==> src/rtl/mem_stage_dmem_if.sv <==
// mem_stage_dmem_if: MEM-stage load/store bridge to the D-cache with stall, lane steering and load extension
module mem_stage_dmem_if (
  input  logic        clk,
  input  logic        rst,
  input  logic        req_valid,
  input  logic        req_read,
  input  logic        req_write,
  input  logic [2:0]  req_funct3,
  input  logic [31:0] req_addr,
  input  logic [31:0] req_wdata,
  output logic [31:0] d_mem_address,
  output logic        d_mem_read,
  output logic        d_mem_write,
  output logic [3:0]  d_mem_byte_enable,
  output logic [31:0] d_mem_wdata,
  input  logic [31:0] d_mem_rdata,
  input  logic        d_mem_resp,
  output logic        stall,
  output logic        done,
  output logic [31:0] load_data,
  output logic        err
);
  typedef enum logic [1:0] {IDLE, BUSY, DONE} state_t;
  state_t      r_state;
  logic [1:0]  r_off;
  logic [2:0]  r_f3;
  logic [1:0]  w_off;
  logic        w_req;
  logic        w_legal;
  logic [3:0]  w_be;
  logic [31:0] w_sh;
  logic [31:0] w_ext;
  assign w_off = req_addr[1:0];
  assign w_req = req_valid & (req_read | req_write);
  // unsigned variants exist only for loads; a read wins when both strobes are set
  assign w_legal = (req_funct3[1:0] != 2'b11)
                 & ~(req_funct3[2] & (req_funct3[1] | ~req_read))
                 & ~((req_funct3[1:0] == 2'b01) & w_off[0])
                 & ~((req_funct3[1:0] == 2'b10) & (w_off != 2'b00));
  assign w_be = req_read ? 4'b1111 :
                (req_funct3[1:0] == 2'b00) ? 4'b0001 << w_off :
                (req_funct3[1:0] == 2'b01) ? 4'b0011 << w_off : 4'b1111;
  assign w_sh = d_mem_rdata >> {r_off, 3'b000};
  assign stall = ((r_state == IDLE) & w_req & w_legal) | (r_state == BUSY);
  // pick the addressed byte/half and extend it according to the latched funct3
  always_comb
    w_ext = (r_f3 == 3'b000) ? {{24{w_sh[7]}}, w_sh[7:0]} :
            (r_f3 == 3'b100) ? {24'b0, w_sh[7:0]} :
            (r_f3 == 3'b001) ? {{16{w_sh[15]}}, w_sh[15:0]} :
            (r_f3 == 3'b101) ? {16'b0, w_sh[15:0]} : d_mem_rdata;
  // access FSM: accept in IDLE, hold the cache request in BUSY, pulse done in DONE
  always_ff @(posedge clk) begin
    if (!rst) begin
      r_state           <= IDLE;
      r_off             <= 2'b00;
      r_f3              <= 3'b000;
      d_mem_address     <= 32'b0;
      d_mem_read        <= 1'b0;
      d_mem_write       <= 1'b0;
      d_mem_byte_enable <= 4'b0000;
      d_mem_wdata       <= 32'b0;
      load_data         <= 32'b0;
      done              <= 1'b0;
      err               <= 1'b0;
    end else begin
      done <= 1'b0;
      err  <= 1'b0;
      unique case (r_state)
        IDLE: begin
          err <= w_req & ~w_legal;
          if (w_req & w_legal) begin
            d_mem_address     <= {req_addr[31:2], 2'b00};
            d_mem_read        <= req_read;
            d_mem_write       <= ~req_read;
            d_mem_byte_enable <= w_be;
            d_mem_wdata       <= req_wdata << {w_off, 3'b000};
            r_off             <= w_off;
            r_f3              <= req_funct3;
            r_state           <= BUSY;
          end
        end
        BUSY: begin
          if (d_mem_resp) begin
            if (d_mem_read) load_data <= w_ext;
            d_mem_read  <= 1'b0;
            d_mem_write <= 1'b0;
            done        <= 1'b1;
            r_state     <= DONE;
          end
        end
        default: r_state <= IDLE;
      endcase
    end
  end
endmodule

==> config.mk <==
export PLATFORM = sky130hd
export DESIGN_NAME = mem_stage_dmem_if
export DESIGN_NICKNAME = d
export VERILOG_FILES = /design/src/rtl/mem_stage_dmem_if.sv
export SDC_FILE = /design/constraint.sdc
export NUM_CORES = 1
export LEC_CHECK = 0
export ABC_AREA = 1
export CORE_MARGIN = 2
export CORE_UTILIZATION = 37
export CTS_CLUSTER_DIAMETER = 200
export DETAILED_ROUTE_END_ITERATION = 7
export PLACE_DENSITY_LB_ADDON = 0.15
export SLEW_MARGIN = 10
export SYNTH_ARGS = -nofsm -noshare
export SYNTH_HDL_FRONTEND = slang
export SYNTH_SLANG_ARGS = --single-unit
==> constraint.sdc <==
create_clock -name clk -period 8.2 [get_ports clk]
set_clock_uncertainty 0.15 [all_clocks]
set_input_delay 2.46 -clock clk [delete_from_list [all_inputs] [get_ports clk]]
set_output_delay 2.46 -clock clk [all_outputs]
set_load 0.02 [all_outputs]
==> impl_metrics.json, run 1 <==
{
  "coreArea_mm2": 0.01330,
  "seqPwrFrac": 0.443,
  "clock_latency_ns": 0.34,
  "timing.hold.ws_ns": 0.3167,
  "maxCapViolCount": 0,
  "yosysWarnings": 0,
  "mostFrequentLayoutCell": "clkdlybuf4s50_1",
  "via_count": 5356,
  "drt-initial-drc-count": 275,
  "clk_path_buf_depth": 2,
  "placement_rows": 42,
  "cts_root_buf": "clkbuf_16",
  "switching_share": 0.2672,
  "fmaxAchievable_mhz": 143.8,
  "drive_gt1_frac": 0.06091,
  "combPwrFrac": 0.183,
  "cts_resized": 0,
  "diodes": 0,
  "avgSynthCellArea_um2": 6.991,
  "wirelength_um": 16250,
  "cp.buffers_inverters": 4,
  "power_mw": 1.270,
  "reg2reg_depth": 10,
  "grt_antenna_before_repair": 0,
  "post_drt_wl_per_cell_um": 15.06,
  "rsz0062_at_grt": "no",
  "tightest_slew_ns": 0.7829,
  "synthCells": 723,
  "grt_pass1_vias": 5167,
  "start_kind": "input port",
  "antenna_left": 0,
  "place_ws_ns": 1.245,
  "drt_pre_antenna_iters": 5,
  "synth_cell_types": 30,
  "yosysSeqAreaShare": 0.4317,
  "critical-path-top-delay-family": "buffers and inverters",
  "design_area_mm2": 0.007481,
  "boundaryPins": 210,
  "die_x_um": 120.9,
  "gr-total-overflow": 0,
  "path_cells": "clkdlybuf4s50_1 -> buf_4 -> inv_1 -> ha_1 -> nand2_1 -> nand2_1 -> nand3_2 -> nand2_1 -> clkdlybuf4s50_1",
  "worstSetupPathDepth": 9,
  "path_max_fanout": 22,
  "period_needed_ns": 6.956,
  "crit_slowest_cell": "clkdlybuf4s50_1",
  "p_int_mw": 0.9306,
  "arrival_ns": 4.35,
  "port_buffers": 207,
  "start_util": 0.3802,
  "clock-sinks": 109,
  "fin_tns_setup_ns": 0,
  "area_delta_synth_final_pct": 47.99,
  "placed_area_mm2": 0.007149,
  "dieArea_mm2": 0.01461,
  "hpwl_um": 11740,
  "cp_slowest_stage_delay_ns": 0.59,
  "path_common_cell": "nand2_1",
  "cts-htree-levels": 3,
  "crit_type": "input port to primary output",
  "maxSlewHeadroom": 0.4773,
  "numCtsBuffers": 9,
  "die_h_um": 120.9,
  "cp.required_ns": 5.59,
  "ir_drop_mv": 0.1232,
  "yosysTopAreaCell": "dfxtp_1",
  "syn_area_mm2": 0.005055,
  "layout_common_cells": "206 x clkdlybuf4s50_1, 148 x o21ai_0, 140 x nor2_1",
  "cts_hold_buf": 0,
  "setup_viol": 0,
  "grt_pass1_wl_um": 25520,
  "report.final.slew_viol_count": 0,
  "p_clk_frac": 0.374,
  "hold_path_class": "flop to flop",
  "switchingPower_mw": 0.3393,
  "leakage_nw": 2.937,
  "grtUsageTotal": 0.2189,
  "worstHoldPathCells": 2,
  "drcViolationCount": 0,
  "clkSlewWorstSetupHoldPaths_ns": 0.08,
  "fill_cells": 1249,
  "layout.nets": 1007,
  "period_share": 0.8483,
  "post_cts_buffers": 0,
  "p_per_area_mw_per_mm2": 169.8,
  "tritoncts": "done",
  "viasPerCell": 4.964,
  "routabilityCongestion": 0.9974,
  "grt_max_degree": 65,
  "finalHoldViolations": 0,
  "synth_area_leaders": "dfxtp_1 43%, o21ai_0 15%, nor2_1 10%",
  "crit_path_end_kind": "primary output",
  "synth-seq-cells": 109,
  "synth_top_area_frac": 0.4317,
  "status": "finished clean",
  "setup_ws_ns": 1.244
}
layout make-up:
cell class | instances | area [µm²] | share of cell area
sequential | 109 | 2182 | 0.2917
tap | 176 | 220.2 | 0.02944
timing repair buffer | 214 | 2120 | 0.2833
inverter | 45 | 171.4 | 0.02291
clock inverter | 7 | 106.4 | 0.01422
clock buffer | 9 | 225.2 | 0.03011
multi-input combinational | 519 | 2456 | 0.3283
final timing paths:
path | startpoint | endpoint | slack (ns)
worst max-delay path | req_addr[1] | stall | 1.24
worst min-delay path | d_mem_wdata[22]$_SDFFE_PN0P_ | d_mem_wdata[22]$_SDFFE_PN0P_ | 0.32
worst max register to register | r_state[1]$_SDFFE_PN0P_ | d_mem_wdata[2]$_SDFFE_PN0P_ | 5.55
worst min register to register | d_mem_wdata[22]$_SDFFE_PN0P_ | d_mem_wdata[22]$_SDFFE_PN0P_ | 0.32
cells by family after synthesis:
logic type,Yosys count,synth area share
AO/OA/AOI/OAI,233,0.2473
adder cells (fa/ha/maj),4,0.009901
buffers and inverters,96,0.08317
flip-flops,109,0.4317
multiplexers,1,0.001980
other,1,0.0007419
AND/OR/NAND/NOR,279,0.2252
cells in the mapped netlist:
library cell,instances
inv_1,39
inv_4,1
or2_2,11
o211ai_1,20
buf_6,2
dfxtp_1,109
nand3_2,1
a21oi_1,52
buf_4,5
o21ai_1,2
o21bai_2,2
nor2_1,140
nor3_1,2
ha_1,4
clkbuf_1,21
nor2_2,4
a21oi_2,1
buf_2,19
inv_2,5
nand2_1,102
o21ai_0,148
conb_1,1
o211ai_2,1
buf_1,4
a211oi_1,1
o22ai_1,6
nand3_1,14
nand2_2,2
nand2_4,3
mux2i_1,1
power by group through the flow:
stage | Sequential, mW | Combinational, mW | Clock, mW
after floorplan | 0.593 | 0.0980 | 0
after global placement | 0.574 | 0.231 | 0
after detailed placement | 0.575 | 0.232 | 0
after CTS | 0.562 | 0.234 | 0.491
after global routing | 0.565 | 0.255 | 0.509
final | 0.562 | 0.232 | 0.475
flip-flops by register name (all words and copies together), names as in the netlist, 2 cells and up:
signal             count
r_off                  2
r_f3                   3
load_data             32
r_state                2
d_mem_address         30
d_mem_wdata           32
d_mem_byte_enable      4
metrics by stage:
step	utilization	cells
2_1_floorplan	-	724
3_3_place_gp	0.5377	1063
3_5_place_dp	0.5377	1063
4_1_cts	0.5627	1079
5_1_grt	0.5627	1079
6_report	0.5627	1079
worst register-to-register path: cells and delay by family, from the launching register on:
kind | cells | cell delay (ns)
buf+inv | 3 | 1.28
compound gates | 2 | 0.32
flops | 1 | 0.32
simple gates | 5 | 0.45
layer usage:
layer	track usage	vias up	routed length [µm]
met5	0	-	0
met4	0.05523	0	233
met3	0.07801	16	1439
met2	0.3564	185	7593
met1	0.2757	2433	6987
li1	-	2722	-
Note: power is estimated with default switching activity, not from simulation.
==> run 2: changes to the inputs <==
==> constraint.sdc (replaced) <==
create_clock -name clk -period 5.6 [get_ports clk]
set_clock_uncertainty 0.15 [all_clocks]
set_input_delay 1.68 -clock clk [delete_from_list [all_inputs] [get_ports clk]]
set_output_delay 1.68 -clock clk [all_outputs]
set_load 0.02 [all_outputs]
==> run 2 against run 1 <==
Net effect: non-clock buffer count increased by 1; first-iteration DRC count increased by 19%; sequential share of layout area increased by 0.20 points; global-route usage increased by 0.31 points; via count increased by 0.41%; combinational power increased by 47%; largest cell class unchanged; power increased by 39%; setup slack got worse by 0.90 ns; register-to-register slack got worse by 2.7 ns; largest power group unchanged; clock-buffer cell count increased by 1; utilization decreased by 0.38 points.
==> impl_metrics.json, run 2 (synthesized netlist as in run 1, its figures left out) <==
{
  "status": "finished clean",
  "boundaryPins": 210,
  "via_count": 5378,
  "fmaxAchievable_mhz": 190.1,
  "area_delta_synth_final_pct": 47.01,
  "setup_viol": 0,
  "cp_slowest_stage_delay_ns": 0.65,
  "diodes": 0,
  "leakage_nw": 2.917,
  "placement_rows": 42,
  "gr-total-overflow": 0,
  "tightest_slew_ns": 0.7725,
  "clk_path_buf_depth": 2,
  "tritoncts": "done",
  "viasPerCell": 4.984,
  "die_h_um": 120.9,
  "cts-htree-levels": 3,
  "hpwl_um": 12060,
  "drt-initial-drc-count": 327,
  "post_cts_buffers": 0,
  "mostFrequentLayoutCell": "clkdlybuf4s50_1",
  "grt_pass1_vias": 5110,
  "path_max_fanout": 3,
  "cts_hold_buf": 0,
  "p_per_area_mw_per_mm2": 238.0,
  "post_drt_wl_per_cell_um": 15.22,
  "drcViolationCount": 0,
  "path_cells": "clkdlybuf4s50_1 -> inv_1 -> ha_1 -> nand2_1 -> nand2_1 -> nand3_2 -> nand2_1 -> clkdlybuf4s50_1",
  "coreArea_mm2": 0.01330,
  "drive_gt1_frac": 0.06091,
  "cp.required_ns": 3.77,
  "antenna_left": 0,
  "routabilityCongestion": 0.8707,
  "seq_area_mm2": 0.002182,
  "path_common_cell": "nand2_1",
  "cts_root_buf": "clkbuf_16",
  "layout.nets": 1008,
  "reg_top3": "d_mem_wdata (32), load_data (32), d_mem_address (30)",
  "grtUsageTotal": 0.2220,
  "rsz0062_at_grt": "no",
  "final_core_util": 0.5589,
  "fin_tns_setup_ns": 0,
  "die_x_um": 120.9,
  "drt_pre_antenna_iters": 4,
  "arrival_ns": 3.43,
  "cts_resized": 0,
  "numCtsBuffers": 9,
  "crit_type": "input port to primary output",
  "grt_max_degree": 57,
  "wirelength_um": 16430,
  "period_share": 0.9393,
  "maxSlewHeadroom": 0.4842,
  "maxCapViolCount": 0,
  "report.final.slew_viol_count": 0,
  "fill_cells": 1350,
  "finalHoldViolations": 0,
  "grt_pass1_wl_um": 25780,
  "layout_common_cells": "206 x clkdlybuf4s50_1, 148 x o21ai_0, 140 x nor2_1",
  "grt_antenna_before_repair": 0,
  "stdcell_count": 1079,
  "dp_cells": 1064,
  "multi_input_area_mm2": 0.002456,
  "start_kind": "input port",
  "start_util": 0.3802,
  "clkSlewWorstSetupHoldPaths_ns": 0.07,
  "clock_latency_ns": 0.34,
  "period_needed_ns": 5.260,
  "hold_path_class": "flop to flop",
  "crit_slowest_cell": "clkdlybuf4s50_1",
  "dieArea_mm2": 0.01461,
  "crit_path_end_kind": "primary output",
  "ir_drop_mv": 0.1183,
  "port_buffers": 207,
  "clock-sinks": 109
}
-- run 2: changes by cell type in the layout (fill, tap and decap cells not counted) --
cell and change:
clkinv_2 +1, inv_6 -1, clkbuf_8 +1, bufinv_16 -2
buf_4 +1, clkinv_4 +1, clkinv_8 -1
-- run 2: final cells by class --
| type | instances | share of cell area |
|---|---|---|
| clock buffer | 10 | 0.03216 |
| clock inverter | 5 | 0.004715 |
| inverter | 45 | 0.02307 |
| multi-input combinational | 519 | 0.3305 |
| sequential | 109 | 0.2937 |
| tap | 176 | 0.02963 |
| timing repair buffer | 215 | 0.2862 |
-- run 2: power by group --
| group | leakage, nW | switching (mW) | total (mW) | internal (mW) |
|---|---|---|---|---|
| sequential | 0.885 | 0.0198 | 0.824 | 0.804 |
| combinational | 1.90 | 0.180 | 0.341 | 0.161 |
| clock | 0.135 | 0.290 | 0.603 | 0.313 |
| total | 2.92 | 0.491 | 1.77 | 1.28 |
-- run 2: metal layers --
| layer | GRT usage | routed length, µm |
|---|---|---|
| met5 | 0 | 0 |
| met4 | 0.07485 | 374 |
| met2 | 0.3638 | 7625 |
| met3 | 0.07613 | 1290 |
| met1 | 0.2716 | 7137 |
-- run 2: metrics by stage --
step | hold slack, ns | cell area, µm² | setup slack [ns] | power [mW]
2_1_floorplan | 0.3289 | 5059 | 0.9425 | 1.012
3_3_place_gp | 0.3020 | 7157 | 0.3640 | 1.180
3_5_place_dp | 0.3085 | 7157 | 0.3159 | 1.184
4_1_cts | 0.3198 | 7431 | 0.3142 | 1.786
5_1_grt | 0.3362 | 7431 | 0.2209 | 1.856
6_report | 0.3167 | 7431 | 0.3400 | 1.768
-- run 2: worst paths after layout --
check / depth (start not counted) / slack [ns] / endpoint / from
max: 8 / 0.34 / stall / req_addr[0]
min: 2 / 0.32 / d_mem_wdata[18]$_SDFFE_PN0P_ / d_mem_wdata[18]$_SDFFE_PN0P_
max reg2reg: 10 / 2.85 / d_mem_wdata[11]$_SDFFE_PN0P_ / r_state[1]$_SDFFE_PN0P_
min reg2reg: 2 / 0.32 / d_mem_wdata[18]$_SDFFE_PN0P_ / d_mem_wdata[18]$_SDFFE_PN0P_
-- run 2: worst max-delay path: cells and delay by family --
family | cells | cell delay [ns]
buf+inv | 3 | 1.24
simple gates | 4 | 0.32
fa+ha+maj | 1 | 0.18
==> run 3: changes to the inputs <==
--- a/config.mk
+++ b/config.mk
@@ -15,3 +15,4 @@
 export SYNTH_ARGS = -nofsm -noshare
 export SYNTH_HDL_FRONTEND = slang
 export SYNTH_SLANG_ARGS = --single-unit
+export TNS_END_PERCENT = 100
==> results of run 3 <==
No change in the layout: final DEF, timing and power equal those of run 2.
